### src/rtl/lsu_ctrl.sv
// Multi-cycle RV32I load/store unit with a req/ack data-memory handshake.
// Handles sub-word lane steering, sign/zero extension, split misaligned
// accesses and a wait-state timeout.
module lsu_ctrl #(
    parameter bit          MISALIGN_SPLIT = 1'b1,
    parameter int unsigned TIMEOUT        = 15
) (
    input  logic        clk,
    input  logic        reset,
    input  logic        req_valid,
    output logic        req_ready,
    input  logic        req_we,
    input  logic [2:0]  req_funct3,
    input  logic [31:0] req_addr,
    input  logic [31:0] req_wdata,
    output logic        rsp_valid,
    output logic [31:0] rsp_rdata,
    output logic        rsp_err,
    output logic        mem_req,
    output logic [31:0] daddr,
    output logic [31:0] dwdata,
    output logic [3:0]  we,
    input  logic        mem_ack,
    input  logic [31:0] drdata
);

    typedef enum logic [1:0] {IDLE, ACC1, ACC2, RESP} state_e;

    localparam logic [7:0] TO_LAST = 8'(TIMEOUT - 1);

    state_e      state_q;
    logic [31:0] addr_q;
    logic [31:0] wdata_q;
    logic [31:0] d0_q;
    logic [31:0] rsp_rdata_q;
    logic [2:0]  f3_q;
    logic [7:0]  cnt_q;
    logic        we_q;
    logic        split_q;
    logic        rsp_valid_q;
    logic        rsp_err_q;

    logic [2:0]  in_size;
    logic        in_illegal;
    logic        in_mis;
    logic [1:0]  off_q;
    logic [3:0]  mask;
    logic [7:0]  bem;
    logic [31:0] rot;
    logic        acc;

    function automatic logic [31:0] load_ext(input logic [63:0] pair,
                                             input logic [1:0]  off,
                                             input logic [2:0]  f3);
        logic [31:0] raw;
        raw = 32'(pair >> {off, 3'b000});
        unique case (f3)
            3'd0:    load_ext = {{24{raw[7]}}, raw[7:0]};
            3'd1:    load_ext = {{16{raw[15]}}, raw[15:0]};
            3'd4:    load_ext = {24'd0, raw[7:0]};
            3'd5:    load_ext = {16'd0, raw[15:0]};
            default: load_ext = raw;
        endcase
    endfunction

    // Decode of the incoming request, used only at acceptance.
    always_comb begin
        unique case (req_funct3[1:0])
            2'd0:    in_size = 3'd1;
            2'd1:    in_size = 3'd2;
            default: in_size = 3'd4;
        endcase
        if (req_we) begin
            in_illegal = req_funct3 > 3'd2;
        end else begin
            in_illegal = (req_funct3[1:0] == 2'b11) || (req_funct3[2:1] == 2'b11);
        end
        in_mis = ({1'b0, req_addr[1:0]} + in_size) > 3'd4;
    end

    // Lane steering from the latched request.
    always_comb begin
        off_q = addr_q[1:0];
        unique case (f3_q[1:0])
            2'd0:    mask = 4'b0001;
            2'd1:    mask = 4'b0011;
            default: mask = 4'b1111;
        endcase
        bem = 8'({4'b0000, mask} << off_q);
        rot = 32'({wdata_q, wdata_q} >> (6'd32 - {1'b0, off_q, 3'b000}));
        acc = (state_q == ACC1) || (state_q == ACC2);
    end

    assign req_ready = reset && (state_q == IDLE);
    assign mem_req   = acc;
    assign dwdata    = acc ? rot : 32'd0;
    assign rsp_valid = rsp_valid_q;
    assign rsp_err   = rsp_err_q;
    assign rsp_rdata = rsp_rdata_q;

    always_comb begin
        daddr = 32'd0;
        we    = 4'd0;
        if (state_q == ACC1) begin
            daddr = {addr_q[31:2], 2'b00};
            we    = we_q ? bem[3:0] : 4'd0;
        end else if (state_q == ACC2) begin
            daddr = {addr_q[31:2] + 30'd1, 2'b00};
            we    = we_q ? bem[7:4] : 4'd0;
        end
    end

    always_ff @(posedge clk or negedge reset) begin
        if (!reset) begin
            state_q     <= IDLE;
            addr_q      <= '0;
            wdata_q     <= '0;
            d0_q        <= '0;
            f3_q        <= '0;
            we_q        <= 1'b0;
            split_q     <= 1'b0;
            cnt_q       <= '0;
            rsp_valid_q <= 1'b0;
            rsp_err_q   <= 1'b0;
            rsp_rdata_q <= '0;
        end else begin
            unique case (state_q)
                IDLE: begin
                    if (req_valid) begin
                        addr_q  <= req_addr;
                        wdata_q <= req_wdata;
                        we_q    <= req_we;
                        f3_q    <= req_funct3;
                        split_q <= in_mis;
                        cnt_q   <= '0;
                        if (in_illegal || (in_mis && (MISALIGN_SPLIT == 1'b0))) begin
                            state_q     <= RESP;
                            rsp_valid_q <= 1'b1;
                            rsp_err_q   <= 1'b1;
                            rsp_rdata_q <= '0;
                        end else begin
                            state_q <= ACC1;
                        end
                    end
                end
                ACC1: begin
                    if (mem_ack) begin
                        d0_q  <= drdata;
                        cnt_q <= '0;
                        if (split_q) begin
                            state_q <= ACC2;
                        end else begin
                            state_q     <= RESP;
                            rsp_valid_q <= 1'b1;
                            rsp_err_q   <= 1'b0;
                            rsp_rdata_q <= we_q ? 32'd0
                                         : load_ext({32'd0, drdata}, off_q, f3_q);
                        end
                    end else if (cnt_q == TO_LAST) begin
                        state_q     <= RESP;
                        rsp_valid_q <= 1'b1;
                        rsp_err_q   <= 1'b1;
                        rsp_rdata_q <= '0;
                    end else begin
                        cnt_q <= cnt_q + 8'd1;
                    end
                end
                ACC2: begin
                    if (mem_ack) begin
                        state_q     <= RESP;
                        rsp_valid_q <= 1'b1;
                        rsp_err_q   <= 1'b0;
                        rsp_rdata_q <= we_q ? 32'd0
                                     : load_ext({drdata, d0_q}, off_q, f3_q);
                    end else if (cnt_q == TO_LAST) begin
                        // A completed first half of a split store stays written.
                        state_q     <= RESP;
                        rsp_valid_q <= 1'b1;
                        rsp_err_q   <= 1'b1;
                        rsp_rdata_q <= '0;
                    end else begin
                        cnt_q <= cnt_q + 8'd1;
                    end
                end
                RESP: begin
                    state_q     <= IDLE;
                    rsp_valid_q <= 1'b0;
                    rsp_err_q   <= 1'b0;
                    rsp_rdata_q <= '0;
                end
            endcase
        end
    end

endmodule

### config.mk
export PLATFORM = sky130hd
export DESIGN_NAME = lsu_ctrl
export DESIGN_NICKNAME = d
export VERILOG_FILES = /design/src/rtl/lsu_ctrl.sv
export SDC_FILE = /design/constraint.sdc
export NUM_CORES = 1
export LEC_CHECK = 0
export ABC_AREA = 1
export CAP_MARGIN = 0
export CORE_MARGIN = 1.5
export CORE_UTILIZATION = 53
export DETAILED_ROUTE_END_ITERATION = 8
export GPL_TIMING_DRIVEN = 1
export MAX_ROUTING_LAYER = met4
export PLACE_DENSITY = 0.82
export SYNTH_ARGS = -nofsm -noshare
export SYNTH_HDL_FRONTEND = slang
export SYNTH_SLANG_ARGS = --single-unit
### constraint.sdc
create_clock -name clk -period 2.75 [get_ports clk]
set_input_delay 0.55 -clock clk [delete_from_list [all_inputs] [get_ports clk]]
set_output_delay 0.55 -clock clk [all_outputs]
set_load 0.01 [all_outputs]
==> results of run 1 <==
## worst max path at each step
stage	start	to	slack [ns]	depth (start not counted)
after floorplan	addr_q[0]	dwdata[22]	0.01	11
after global placement	state_q[1]	daddr[23]	0.02	11
after detailed placement	state_q[1]	daddr[23]	-0.004	11
after CTS	state_q[1]	we[1]	-0.24	8
after global routing	state_q[1]	daddr[23]	-0.20	11
final	state_q[0]	daddr[23]	-0.02	10
## sequential cells by signal (all words and copies together), names as in the netlist
register   count
d0_q          32
addr_q        32
rsp_err        1
state_q        2
wdata_q       32
f3_q           3
rsp_valid      1
split_q        1
we_q           1
rsp_rdata     32
cnt_q          8
## critical path: stages (launching register included)
cell and delay (ns):
dfrtp_1 0.42, ha_4 0.20, buf_4 0.14, nor3_2 0.16, nand3_1 0.11, nor2_2 0.17
nand3_2 0.12, o21bai_1 0.18, inv_1 0.06, nor2_1 0.09, buf_2 0.14
## power breakdown
part	total (W)	leakage, nW	switching (W)	internal [W]
Clock	0.00256	0.304	0.00102	0.00154
Sequential	0.00384	1.84	0.000786	0.00305
Combinational	0.0109	4.44	0.00676	0.00410
Total	0.0173	6.58	0.00856	0.00869
## layer usage
layer | up-vias | wire, µm
met4 | 0 | 1505
met3 | 108 | 2471
met2 | 553 | 16450
li1 | 5430 | -
met5 | - | 0
met1 | 5384 | 13860
## kinds of logic (layout without fill, tap and decap cells)
family | count (synthesis) | count (layout)
AOI/OAI and AO/OA | 257 | 257
xor gates and xnor gates | 4 | 4
adders and majority gates | 12 | 12
buffers and inverters | 197 | 418
DFF | 145 | 145
muxes | 15 | 15
other | 1 | 2
and+or+nand+nor | 906 | 906
## through the flow
stage          setup TNS, ns  utilization  instances  power (W)
3_5_place_dp       -0.004287       0.6653       1940    0.01428
6_report            -0.01598       0.7185       1993    0.01725
5_1_grt              -0.3003       0.7185       1993    0.01848
3_3_place_gp               0       0.6653       1940    0.01412
4_1_cts               -1.367       0.7113       1986    0.01684
2_1_floorplan              0            -       1538    0.01023
## what timing repair did
item                       4_1_cts  5_1_grt
gates resized for setup        125       84
setup buffers                   14        7
hold buffers                     0        0
pin swaps                        8       16
setup endpoints to repair       66       53
## cell usage in the layout, fill, tap and decap left out, types with 5 or more instances in the layout
master           Yosys  routed
dfrtp_1            145     140
buf_6                8       7
clkdlybuf4s50_1      0     137
nor3_1              14       6
inv_4                1       5
ha_1                11       6
clkbuf_2             0      14
dlymetal6s2s_1       0       7
o21ai_0            155     146
nand4_1             18      18
o211ai_1            13      13
inv_6                0       5
nor2_2               2      16
a21oi_1             44      41
buf_4               11      60
nand2_1            600     593
inv_2                9      13
buf_12               0       5
inv_1               95      89
nor2_1              92      76
dfrtp_2              0       5
dlygate4sd2_1        0      37
nor2_4               3       5
nor3_2               1       8
o21ai_1             12      19
nand3_4              4       5
nand3_1            150     146
or2_2                6       6
clkbuf_16            0      17
nand2_2              4      10
mux2_2              15      15
a31oi_1              6       6
## area by class of cell
cell class | count | area, µm²
clock buffers | 19 | 432.9
multi-input cells | 1196 | 5904
inverters | 108 | 417.9
fillers | 1581 | 5284
well taps | 234 | 292.8
flip-flops and latches | 145 | 3635
clock inverters | 13 | 197.7
repair buffers | 278 | 2604
==> results.json, run 1 <==
{
  "synth_xor_area_frac": 0.003450,
  "grt_pass1_wl_mm": 54.10,
  "grt_overflow_total": 0,
  "syn_to_final_growth_pct": 32.77,
  "worst_ep_arrival_time_ns": 2.22,
  "grt_max_degree": 146,
  "path_class": "register to output pin",
  "h-tree-depth": 4,
  "drt_pass1_iterations": 5,
  "yosys_warnings": 0,
  "cts.sinks": 145,
  "synth_top_family_by_area": "simple AND/OR/NAND/NOR gates",
  "synth_top_area_share": 0.3573,
  "synthArstFlopShare": 1.000,
  "num_rows": 50,
  "fin_hold_ws_ns": 0.2313,
  "use_met1": 0.4348,
  "status": "finished with violations",
  "antenna_cells": 0,
  "grt_pass1_vias": 10810,
  "ys.flop_type": "dfrtp_1",
  "reg2reg_depth": 12,
  "worstPathRequired_ns": 2.20,
  "violations": "setup timing",
  "clock.fmax_mhz": 361.5,
  "ff2ff_setup_slack_ns": 0.34,
  "yosysMostFrequentCell": "nand2_1",
  "path_clk_slew_ns": 0.07,
  "core_region_area_um2": 18770,
  "port_buffers": 205,
  "drt_wl_total_mm": 34.29,
  "synth-compound-area-share": 0.1393,
  "r2r-start": "addr_q[0]",
  "finalCriticalPeriod_ns": 2.766,
  "maxSlewViolCount": 0,
  "cts_buffers": 17,
  "dieArea_um2": 20000,
  "max-slew-margin-rel": 0.4410,
  "syn_area_um2": 10160,
  "clockBufferDepth": 2,
  "ys_types": 50,
  "nets": 1862,
  "synth_area_leaders": "dfrtp_1 (36%), nand2_1 (22%), o21ai_0 (7.6%), nand3_1 (7.4%), inv_1 (3.5%)",
  "place_area_um2": 12490,
  "met3_usage": 0.05839,
  "dp_slack_ns": -0.004287,
  "ys_ff_latch": 145,
  "chipWidth_um": 141.4,
  "top_usage_layer": "met2",
  "ios": 208,
  "synth_top_area_cell": "dfrtp_1",
  "tritoncts": "built",
  "tightestPinTransition_ns": 0.8385,
  "vias_per_cell": 5.758,
  "drive_gt1_frac": 0.1376,
  "initial_utilization": 0.5411,
  "fin_area_um2": 13480,
  "ant_nets": 0,
  "num_vias": 11480,
  "antenna_found_initial": 0,
  "yosys.area_share.simple": 0.3793,
  "reg2reg_to": "rsp_rdata[18]",
  "irDropWorstVdd_mv": 0.7941,
  "powerDensity_nw_per_um2": 1279,
  "power_leakage_nw": 6.584,
  "crit_path_start_kind": "register",
  "first_iter_violations": 1169,
  "seq_area_frac_synth": 0.3573,
  "endpoint_kind": "output pin",
  "synth_fa_ha_area_frac": 0.01552,
  "grt_usage": 0.3524,
  "wl_per_cell_um": 17.20,
  "gp_congestion": 0.9523,
  "cap_violations": 0,
  "hp-class": "input pin to async pin",
  "rsz0062_at_grt": "true",
  "cp_max_fo": 3,
  "ys_top_cells_by_count": "nand2_1 (600), o21ai_0 (155), nand3_1 (150), dfrtp_1 (145), inv_1 (95)",
  "synth.area.mux_share": 0.01663,
  "dp_hpwl_mm": 23.32,
  "worst_slack_ns": -0.01598,
  "synth_edf_count": 0,
  "netlist_instances": 1537,
  "fin_worst_skew_ns": 0.01239,
  "hold_viol_final": 0,
  "min_period_over_period": 1.006,
  "route.detailed.drc": 0,
  "setup_viol": 1,
  "use_met2": 0.5704,
  "clk_latency_ns": 0.43,
  "post_synth.cell_area_avg_um2": 6.608,
  "cts-root-buf": "clkbuf_16",
  "die_y_um": 141.4
}
No activity file was read; power rests on OpenSTA's default activity.
==> run 2, diff against run 1 <==
==> constraint.sdc (replaced) <==
create_clock -name clk -period 2.75 [get_ports clk]
set_input_delay 0.4125 -clock clk [delete_from_list [all_inputs] [get_ports clk]]
set_output_delay 0.4125 -clock clk [all_outputs]
set_load 0.01 [all_outputs]
==> results.json, run 2 (same netlist as run 1, synthesis figures left out) <==
{
  "syn_to_final_growth_pct": 32.44,
  "hold_buffers": 0,
  "num_rows": 50,
  "worstPathRequired_ns": 2.34,
  "path_clk_slew_ns": 0.06,
  "cts.sinks": 145,
  "layout.cells.non_filler": 1985,
  "drive_gt1_frac": 0.1256,
  "cap_violations": 0,
  "antenna_cells": 0,
  "tns_ns": -0.02170,
  "power_leakage_nw": 6.702,
  "hold_viol_final": 0,
  "dp_hpwl_mm": 22.44,
  "grt_pass1_vias": 10650,
  "p_switching_w": 0.008543,
  "grt_overflow_total": 0,
  "cts_buffers": 17,
  "route.detailed.drc": 0,
  "power_frac_seq": 0.227,
  "tritoncts": "built",
  "clockBufferDepth": 2,
  "fin_hold_ws_ns": 0.1057,
  "tightestPinTransition_ns": 0.8166,
  "finalCriticalPeriod_ns": 2.772,
  "endpoint_kind": "output pin",
  "combPwrFrac": 0.635,
  "internal-power_w": 0.008456,
  "power_frac_clock": 0.138,
  "clock.fmax_mhz": 360.8,
  "rsz0062_at_grt": "true",
  "grt_max_degree": 146,
  "worst_slack_ns": -0.02170,
  "drt_wl_total_mm": 34.04,
  "cts-root-buf": "clkbuf_16",
  "seq_area_um2": 3637,
  "min_period_over_period": 1.008,
  "core_region_area_um2": 18770,
  "status": "finished with violations",
  "port_buffers": 205,
  "ant_nets": 0,
  "path_class": "register to output pin",
  "nets": 1854,
  "critPathMaxStageDelay_ns": 0.36,
  "powerDensity_nw_per_um2": 1264,
  "setup_viol": 1,
  "num_vias": 11430,
  "worst_ep_arrival_time_ns": 2.36,
  "max-slew-margin-rel": 0.4556,
  "final_cell_mix": "nand2_1 (593), o21ai_0 (150), nand3_1 (146)",
  "critPathBufInv": 4,
  "layout_commonest_cell": "nand2_1",
  "ios": 208,
  "chipWidth_um": 141.4,
  "placed_cells": 1921,
  "die_y_um": 141.4,
  "place_area_um2": 12320,
  "antenna_found_initial": 0,
  "gp_congestion": 0.9560,
  "cp_max_fo": 6,
  "hp-class": "input pin to async pin",
  "dieArea_um2": 20000,
  "grt_usage": 0.3474,
  "fin_area_um2": 13450,
  "switching_share": 0.5026,
  "cpMaxStageDelayCell": "dfrtp_1",
  "first_iter_violations": 1365,
  "vias_per_cell": 5.757,
  "multi_input_area_um2": 5874,
  "finalPower_w": 0.01700,
  "initial_utilization": 0.5411,
  "wl_per_cell_um": 17.15,
  "violations": "setup timing",
  "grt_pass1_wl_mm": 53.54,
  "clk_latency_ns": 0.44,
  "fill_cells": 1541,
  "h-tree-depth": 4,
  "fin_worst_skew_ns": 0.007408,
  "path_cells": "inv_2 -> ha_4 -> buf_4 -> nor3_1 -> nand3_1 -> nor2_2 -> nand3_2 -> o21bai_1 -> inv_1 -> nor2_1 -> clkbuf_2",
  "critical-path-top-delay-family": "simple AND/OR/NAND/NOR gates",
  "crit_path_start_kind": "register",
  "drt_pass1_iterations": 6,
  "irDropWorstVdd_mv": 0.7553,
  "maxSlewViolCount": 0
}
## run 2: changes by cell type in the layout (fill, tap and decap cells not counted), moves of 3 or more
cell,delta
dlymetal6s2s_1,+12
clkdlybuf4s50_1,+5
o21ai_1,-4
buf_4,-8
inv_4,-3
bufinv_16,-3
clkdlybuf4s15_1,-4
o21ai_0,+4
clkinv_4,+3
clkbuf_2,-10
## run 2: repair_timing
action,4_1_cts,5_1_grt
setup buffers,16,14
gates cloned,1,1
setup endpoints to repair,58,39
resized for setup,108,57
pin swaps,6,7
## run 2: cell type report
cell class,count,area share
multi-input cells,1196,0.4367
inverters,108,0.03126
repair buffers,270,0.1965
flip-flops and latches,145,0.2704
clock buffers,18,0.03265
well taps,234,0.02177
clock inverters,14,0.01070
## run 2: stage by stage
stage	util	setup WS [ns]
2_1_floorplan	-	0.1504
3_3_place_gp	0.6564	0.07371
3_5_place_dp	0.6564	0.05129
4_1_cts	0.7038	-0.05531
5_1_grt	0.7167	-0.1364
6_report	0.7167	-0.02170
## run 2: final timing paths
kind                       startpoint       endpoint  slack, ns  cells after the start
setup / recovery           state_q[1]      daddr[23]      -0.02                     11
max in group asynchronous       reset     addr_q[16]       1.98                      2
hold reg to reg               d0_q[6]        d0_q[6]       0.50                      2
hold / removal                  reset        d0_q[9]       0.11                      2
min in group clk              d0_q[6]        d0_q[6]       0.50                      2
setup reg to reg            addr_q[0]  rsp_rdata[21]       0.20                     13
## run 2: worst register-to-register path: stages, from the launching register on
cell	delay [ns]
dfrtp_2	0.45
inv_2	0.08
buf_6	0.29
buf_4	0.46
nand2_1	0.13
nand3_1	0.15
nand3_4	0.18
nand2_2	0.10
inv_2	0.14
nand2_1	0.11
nand2_1	0.05
o21ai_0	0.16
nand2_1	0.11
nand2_1	0.08
## run 2: power groups by stage
stage | clock network [W] | registers, W | logic, W
final | 0.00235 | 0.00386 | 0.0108
after global routing | 0.00246 | 0.00395 | 0.0118
after detailed placement | 0 | 0.00384 | 0.0101
after global placement | 0 | 0.00382 | 0.0100
after floorplan | 0 | 0.00370 | 0.00653
after CTS | 0.00235 | 0.00382 | 0.0104
## run 2: metal layers
layer | global-route usage | routed length [µm] | vias up
met5 | - | 0 | -
met4 | 0.1552 | 1573 | 0
met3 | 0.06547 | 2884 | 118
met2 | 0.5503 | 15870 | 617
met1 | 0.4351 | 13720 | 5278
li1 | - | - | 5415
